--- src/rtl/ror_seq_32.sv ---
`default_nettype none
// ============================================================================
// Module   : ror_seq_32
// Brief    : Multi-cycle rotate-right unit, one bit per clock, done pulse.
// Revision : 1.0
// ============================================================================
module ror_seq_32 #(
    parameter int WIDTH = 32,
    parameter int AMT_W = 5
) (
    input  logic             clk,
    input  logic             clr_n,
    input  logic             start,
    input  logic [WIDTH-1:0] rIn,
    input  logic [31:0]      rotB,
    output logic             busy,
    output logic             done,
    output logic [WIDTH-1:0] rOut
);

    typedef enum logic [1:0] {
        ST_IDLE  = 2'd0,
        ST_SHIFT = 2'd1,
        ST_DONE  = 2'd2
    } state_t;

    localparam logic [AMT_W-1:0] C_ONE = AMT_W'(1);

    state_t             state_q, state_d;
    logic [AMT_W-1:0]   count_q, count_d;
    logic [WIDTH-1:0]   rout_q,  rout_d;

    // Only the low AMT_W bits of the amount matter (rotation is mod WIDTH).
    logic unused_rotb_hi;
    assign unused_rotb_hi = ^rotB[31:AMT_W];

    always_ff @(posedge clk) begin
        if (!clr_n) begin
            state_q <= ST_IDLE;
            count_q <= '0;
            rout_q  <= '0;
        end else begin
            state_q <= state_d;
            count_q <= count_d;
            rout_q  <= rout_d;
        end
    end

    always_comb begin
        state_d = state_q;
        count_d = count_q;
        rout_d  = rout_q;
        case (state_q)
            ST_IDLE: begin
                if (start) begin
                    rout_d  = rIn;
                    count_d = rotB[AMT_W-1:0];
                    state_d = ST_SHIFT;
                end
            end
            ST_SHIFT: begin
                // A zero amount spends one SHIFT cycle without rotating, so
                // latency is max(n,1) edges for every n.
                if (count_q != '0) begin
                    rout_d  = {rout_q[0], rout_q[WIDTH-1:1]};
                    count_d = count_q - C_ONE;
                end
                if (count_q <= C_ONE) begin
                    state_d = ST_DONE;
                end
            end
            ST_DONE: begin
                state_d = ST_IDLE;
            end
            default: begin
                state_d = ST_IDLE;
            end
        endcase
    end

    assign busy = (state_q == ST_SHIFT) || (state_q == ST_DONE);
    assign done = (state_q == ST_DONE);
    assign rOut = rout_q;

endmodule
`default_nettype wire

--- config.mk ---
export PLATFORM = sky130hd
export DESIGN_NAME = ror_seq_32
export DESIGN_NICKNAME = d
export VERILOG_FILES = /design/src/rtl/ror_seq_32.sv
export SDC_FILE = /design/constraint.sdc
export NUM_CORES = 1
export LEC_CHECK = 0
export CORE_AREA = 2 2 55 95
export CTS_CLUSTER_DIAMETER = 80
export CTS_CLUSTER_SIZE = 10
export DETAILED_ROUTE_END_ITERATION = 16
export DIE_AREA = 0 0 57 97
export PLACE_DENSITY = 0.92
export SYNTH_ARGS = -nofsm -noshare
export SYNTH_HDL_FRONTEND = slang
export SYNTH_SLANG_ARGS = --single-unit
--- constraint.sdc ---
create_clock -name clk -period 5.85 [get_ports clk]
set_clock_uncertainty 0.2 [all_clocks]
set_input_delay 0.8775 -clock clk [delete_from_list [all_inputs] [get_ports clk]]
set_output_delay 0.8775 -clock clk [all_outputs]
set_load 0.03 [all_outputs]
==> reports/summary.txt, run 1 <==
Post-Route Setup TNS: 0 ns
Final setup slack of the worst path: 2.87 ns
Via count of the first global-routing pass: 1596
Vertical die dimension: 97 um
Top post-synthesis cells by area: sky130_fd_sc_hd__dfxtp_1, sky130_fd_sc_hd__mux2i_1, sky130_fd_sc_hd__o211a_1, sky130_fd_sc_hd__nand2_1, sky130_fd_sc_hd__ha_1
Leading cell types by count after synthesis: sky130_fd_sc_hd__dfxtp_1, sky130_fd_sc_hd__mux2i_1, sky130_fd_sc_hd__nand2_1
Worst Reg-to-Reg Cells: 7
Post-CTS Hold Fix Bufs: 0
Starting density of the core: 40.9%
Number of diodes added for antenna fixing: 0
Reg2Reg Setup Slack: 3.13 ns
Critical path's largest stage delay: 0.68 ns
Worst-case setup slack after placement: 2.59 ns
Most instantiated flip-flop cell in the synthesis netlist: sky130_fd_sc_hd__dfxtp_1
Data required time of the worst path: 5.83 ns
Reported max-cap violation count: 0
Warnings, synthesis: 0
Maximum clock insertion buffer count: 2
Worst R2R End: rOut[7]
GPL Wtd Cong: 0.828
Hold worst-path end: count_q[4]
TritonCTS clock tree: built
Category of the critical setup timing path: input port to flop
Clock latency at the later pin of the worst-skew pair: 0.28 ns
Proportion of register bits with asynchronous set or reset after synthesis: 0%
Via Count: 1694
Number of hold-slack violations in the final timing report: 0
FF-to-FF Start: state_q[1]
Wire length reported by the detailed router: 4390 um
Register bit count reported by yosys: 39
Most common cell in the synthesized netlist: sky130_fd_sc_hd__dfxtp_1
Global Route Usage Sum: 15.9%
PD cells: 590 nW/um2
Post-detailed-route via-to-cell ratio: 5.31
Library cell contributing the largest single delay on the critical path: sky130_fd_sc_hd__a31oi_4
Final design instance area without fill: 2770 um2
EDFF count, synth: 0
Number of pins with negative max-slew slack in the final report: 0
Critical path origin: start
# IOs: 101
HPWL after detailed placement: 3130 um
Area of the die: 5530 um2
Worst-margin pin slew: 0.797 ns
Count of mapped cells out of synthesis: 197
Capturing element type of the critical path: flop
First DRT Iteration DRCs: 56
Synthesized area per cell: 9.78 um2
Number of design rule violations left after detail routing: 0
First-pass GRT wire length: 7160 um
Highest Clock Rate: 336 MHz
Synth area leader: sky130_fd_sc_hd__dfxtp_1
Core region area: 4710 um2
Register area share after synthesis: 40.5%
Final setup vio count: 0
Largest net degree at the start of global routing: 41
Outcome: finished, final reports clean
Clock tree sinks: 39
Number of setup buffers added after CTS: 0
Shortest clock period the worst path allows after layout: 2.98 ns
Crit path max fanout: 39
Post-synthesis to final-layout area growth: 44.0%
Sort of element at the start of the critical path: input port
TritonCTS buffer count: 5
Initial DRT Pass Iterations: 4
Area share of the largest cell type after synthesis: 40.5%
Cells along the critical path: clkdlybuf4s50_1, mux2i_1, a31oi_4, buf_4, nand2_1, o211a_1
Clk slew on worst S/H paths: 0.07 ns
Number of nets produced by synthesis: 271
Number of port buffers: 73
Floorplan row count: 33
Root buf cell: sky130_fd_sc_hd__clkbuf_8
Share of the cycle needed by the critical path after routing: 50.9%
H-tree depth: 2
Number of cells on the worst hold path: 2
Residual antenna-violating net count after detailed routing: 0
Synthesized area: 1930 um2
Signal arrival time at the worst endpoint: 2.96 ns
WHS: 0.302 ns
Standard cell area after detailed placement: 2690 um2
Sum of overflow across all layers after global routing: 0
Setup repair after global routing missed its margin: no
Number of antenna violations at the first check in global routing: 0
Cells resized by post-CTS repair: 0
Total leakage power: 1.28 nW
Kind of path behind the tightest hold check: flop to flop
Die width: 57 um
Number of different library cells in the post-synthesis netlist: 26
Max-Slew Margin vs Limit: 46.9%
Hold path startpoint: count_q[4]
Peak supply drop: 0.413 mV
Fraction of layout instances using a drive strength above 1: 4.49%
Average wire per cell in the routed design: 13.8 um
Number of nets in the final layout: 340
[area by class of cell]
class | instances | area (um2)
well taps | 52 | 65.1
inverters | 7 | 26.3
repair buffers | 76 | 753
fillers | 436 | 1930
clock inverters | 1 | 5.00
flip-flops and latches | 39 | 781
clock buffers | 7 | 76.3
multi-input cells | 137 | 1070
[flip-flops by register name, indices dropped and copies added, names as in the netlist]
signal and cells:
rOut 32, count_q 5, state_q 2
[worst max path at each step]
stage	endpoint	slack (ns)
4_1_cts	rOut[7]	2.88
3_5_place_dp	rOut[15]	2.59
5_1_grt	rOut[15]	2.67
6_report	rOut[7]	2.87
2_1_floorplan	count_q[0]	3.82
3_3_place_gp	rOut[10]	2.60
[per-stage QoR]
| stage | util, % | cells | total power (W) |
|---|---|---|---|
| after global placement | 57.2 | 311 | 0.00145 |
| final | 58.9 | 319 | 0.00164 |
| after global routing | 58.9 | 319 | 0.00176 |
| after CTS | 58.9 | 319 | 0.00166 |
| after detailed placement | 57.2 | 311 | 0.00148 |
| after floorplan | - | 197 | 0.00115 |
[power breakdown]
group          internal [W]  switching [W]
Combinational      0.000426       0.000559
Sequential         0.000387      0.0000922
Clock             0.0000837      0.0000888
Total              0.000897       0.000740
[worst max-delay path, delay by kind of cell]
family / cells / cell delay (ns)
AOI/OAI and AO/OA: 2 / 0.82
muxes: 1 / 0.17
and+or+nand+nor: 1 / 0.11
buffers and inverters: 2 / 0.97
[cells by family (layout without fill, tap and decap cells)]
logic type / count (synthesis) / in the layout / synth area share, %
flops: 39 / 39 / 40.5
simple gates: 47 / 47 / 10.2
mux: 35 / 35 / 18.2
compound gates: 48 / 48 / 21.9
buf+inv: 21 / 91 / 4.68
fa+ha+maj: 7 / 7 / 4.55
[routing by layer]
layer | vias up | wire (um) | track usage (%) | share of wire [%]
li1 | 846 | - | - | -
met1 | 799 | 1720 | 17.3 | 39
met4 | 0 | 63 | 6.08 | 1.4
met5 | - | 0 | 0 | 0
met3 | 7 | 249 | 4.55 | 5.7
met2 | 42 | 2360 | 28.2 | 54
[cells in the final DEF, fill, tap and decap left out]
master                             n
sky130_fd_sc_hd__o21ai_0           3
sky130_fd_sc_hd__a21oi_1           3
sky130_fd_sc_hd__o221ai_1          1
sky130_fd_sc_hd__nand4_1           1
sky130_fd_sc_hd__o211a_1          26
sky130_fd_sc_hd__o21ai_1           1
sky130_fd_sc_hd__dfxtp_1          39
sky130_fd_sc_hd__buf_4             3
sky130_fd_sc_hd__clkbuf_1          2
sky130_fd_sc_hd__nor2b_1           2
sky130_fd_sc_hd__inv_1             7
sky130_fd_sc_hd__a221oi_2          1
sky130_fd_sc_hd__mux2i_1          35
sky130_fd_sc_hd__o211ai_1          2
sky130_fd_sc_hd__a21boi_0          2
sky130_fd_sc_hd__nor2_1           10
sky130_fd_sc_hd__nand2b_1          2
sky130_fd_sc_hd__a211oi_1          7
sky130_fd_sc_hd__ha_2              1
sky130_fd_sc_hd__ha_1              6
sky130_fd_sc_hd__o31ai_1           1
sky130_fd_sc_hd__a31oi_4           1
sky130_fd_sc_hd__clkdlybuf4s50_1  73
sky130_fd_sc_hd__clkinv_2          1
sky130_fd_sc_hd__nor3_1            2
sky130_fd_sc_hd__nand3b_1          1
sky130_fd_sc_hd__nand3_1           1
sky130_fd_sc_hd__clkbuf_8          5
sky130_fd_sc_hd__nand2_1          28
No activity file was read; power rests on OpenSTA's default activity.
==> run 2: changes to the inputs <==
- CORE_AREA: 2 2 55 95 -> 2 2 57 98
- DIE_AREA: 0 0 57 97 -> 0 0 59 100
- PLACE_DENSITY: 0.92 -> 0.87
- clock period: 5.85 -> 2.76 ns (I/O delays scaled with it)
==> run 2 against run 1 <==
- global-route usage down 0.39 points
- combinational power rose by 120%
- sequential power rose by 110%
- non-clock buffer count is 2 higher
- core utilization down 3.7 points
- routed wire length rose by 0.59%
- via count is 0.47% higher
- sequential share of layout area down 0.79 points
- hold slack got worse by 0.0020 ns
- highest routed layer unchanged
==> reports/summary.txt, run 2 (same netlist as run 1, synthesis figures left out) <==
Peak supply drop: 0.687 mV (+67%)
# IOs: 101 (unchanged)
Most frequent cells in the layout: sky130_fd_sc_hd__clkdlybuf4s50_1, sky130_fd_sc_hd__dfxtp_1, sky130_fd_sc_hd__mux2i_1, sky130_fd_sc_hd__nand2_1, sky130_fd_sc_hd__o211a_1
Via count of the first global-routing pass: 1633 (+2.3%)
Cells along the critical path: inv_1, ha_1, clkdlybuf4s50_1
Global Route Usage Sum: 15.5% (-0.39 points)
HPWL after detailed placement: 3260 um (+4.0%)
Floorplan row count: 35 (+6.1%)
GPL Wtd Cong: 0.789 (-4.7%)
Number of pins with negative max-slew slack in the final report: 0 (unchanged)
Portion of total power attributed to combinational logic: 58.8% (-1.4 points)
Setup repair after global routing missed its margin: no
Number of diodes added for antenna fixing: 0 (unchanged)
Core region area: 5170 um2 (+9.8%)
Number of buffers and inverters on the critical path: 2 (unchanged)
Number of design rule violations left after detail routing: 0 (unchanged)
Post-CTS Hold Fix Bufs: 0 (unchanged)
Critical path's largest stage delay: 0.66 ns (-0.02 ns)
Average wire per cell in the routed design: 13.6 um (-0.96%)
Area of the die: 5900 um2 (+6.7%)
First-pass GRT wire length: 7220 um (+0.96%)
Initial DRT Pass Iterations: 4 (unchanged)
Highest Clock Rate: 424 MHz
First DRT Iteration DRCs: 60 (+7.1%)
Number of nets in the final layout: 342 (+0.59%)
Post-Route Setup TNS: 0 ns (unchanged)
Sum of overflow across all layers after global routing: 0 (unchanged)
Internal Power: 0.00208 W (+130%)
Clock power share: 13.3% (+2.8 points)
Largest net degree at the start of global routing: 32 (-22%)
Family with the most delay on the worst path: buffers and inverters
Reported max-cap violation count: 0 (unchanged)
H-tree depth: 2 (unchanged)
Sequential share of power: 27.8% (-1.5 points)
Total leakage power: 1.31 nW (+2.9%)
Data required time of the worst path: 2.15 ns (-3.68 ns)
Starting density of the core: 37.3% (-3.6 points)
PD cells: 1290 nW/um2 (+120%)
Category of the critical setup timing path: flop to output port
Crit path max fanout: 4 (-90%)
TritonCTS clock tree: built
Wire length reported by the detailed router: 4420 um (+0.59%)
Root buf cell: sky130_fd_sc_hd__clkbuf_8
Switching power share of the total: 43.4% (-1.8 points)
Kind of path behind the tightest hold check: flop to flop
Post-synthesis to final-layout area growth: 48.1%
Flip-flop count of the largest register after layout: 32 (unchanged)
Net switching power: 0.00160 W (+120%)
Number of antenna violations at the first check in global routing: 0 (unchanged)
TritonCTS buffer count: 5 (unchanged)
Final setup vio count: 0 (unchanged)
Clock tree sinks: 39 (unchanged)
WHS: 0.300 ns (-0.00202 ns)
Library cell contributing the largest single delay on the critical path: sky130_fd_sc_hd__clkdlybuf4s50_1
Post-detailed-route via-to-cell ratio: 5.25 (-1.1%)
Outcome: finished, final reports clean
Residual antenna-violating net count after detailed routing: 0 (unchanged)
Cells resized by post-CTS repair: 0 (unchanged)
Clock latency at the later pin of the worst-skew pair: 0.28 ns (about the same)
Signal arrival time at the worst endpoint: 1.74 ns (-1.22 ns)
Sort of element at the start of the critical path: flop
Shortest clock period the worst path allows after layout: 2.36 ns
Via Count: 1702 (+0.47%)
Total design power: 0.00368 W (+120%)
Number of port buffers: 73 (unchanged)
Worst-margin pin slew: 0.561 ns (-0.235 ns)
Die width: 59 um (+3.5%)
Clk slew on worst S/H paths: 0.08 ns (about the same)
Number of setup buffers added after CTS: 0 (unchanged)
Share of the cycle needed by the critical path after routing: 85.4%
Most common library cell in the layout ignoring fill and taps: sky130_fd_sc_hd__clkdlybuf4s50_1
Number of hold-slack violations in the final timing report: 0 (unchanged)
Fraction of layout instances using a drive strength above 1: 5.95% (+1.5 points)
Maximum clock insertion buffer count: 2 (unchanged)
Fill cell total of the finished layout: 473 (+8.5%)
Vertical die dimension: 100 um (+3.1%)
Max-Slew Margin vs Limit: 62.5% (+16 points)
Capturing element type of the critical path: output port
run 2: cell count changes in the layout (fill, tap and decap cells not counted):
cell                        delta
sky130_fd_sc_hd__buf_12        +2
sky130_fd_sc_hd__clkbuf_1      -2
sky130_fd_sc_hd__bufinv_16     +1
sky130_fd_sc_hd__clkbuf_8      +1
run 2: routing by layer:
metal / GRT usage, % / share of wire (%)
met1: 17.6 / 39
met3: 3.22 / 4.5
met5: 0 / 0
met4: 5.59 / 1.9
met2: 27.8 / 55
run 2: cell type report:
cell class	instances	area, um2	area share [%]
clock buffer	6	82.6	2.89
clock inverter	2	35.0	1.23
tap	55	68.8	2.41
inverter	7	26.3	0.921
multi-input combinational	137	1070	37.4
sequential	39	781	27.4
timing repair buffer	78	793	27.8
run 2: power groups by stage:
stage	Clock (W)	Sequential, W	Combinational [W]
6_report	0.000490	0.00102	0.00216
5_1_grt	0.000524	0.00107	0.00234
4_1_cts	0.000506	0.00103	0.00219
3_5_place_dp	0	0.00104	0.00218
3_3_place_gp	0	0.00103	0.00215
2_1_floorplan	0	0.00142	0.00103
run 2: tightest hold or removal path: stages (launching register included):
cell	delay, ns
sky130_fd_sc_hd__dfxtp_1	0.32
sky130_fd_sc_hd__o21ai_0	0.07
sky130_fd_sc_hd__a21boi_0	0.07
run 2: final timing paths:
| kind | startpoint | depth (start not counted) | endpoint | slack, ns |
|---|---|---|---|---|
| worst max-delay path | state_q[0] | 3 | busy | 0.40 |
| worst min-delay path | count_q[4] | 2 | count_q[4] | 0.30 |
| worst max register to register | state_q[0] | 7 | rOut[1] | 0.52 |
| worst min register to register | count_q[4] | 2 | count_q[4] | 0.30 |
run 2: per-stage QoR:
stage | cell area [um2] | setup WS (ns) | util, % | cells
after floorplan | 1930 | 0.881 | - | 197
after global placement | 2740 | 0.414 | 53.0 | 316
after detailed placement | 2740 | 0.370 | 53.0 | 316
after CTS | 2850 | 0.379 | 55.2 | 324
after global routing | 2850 | 0.306 | 55.2 | 324
final | 2850 | 0.403 | 55.2 | 324
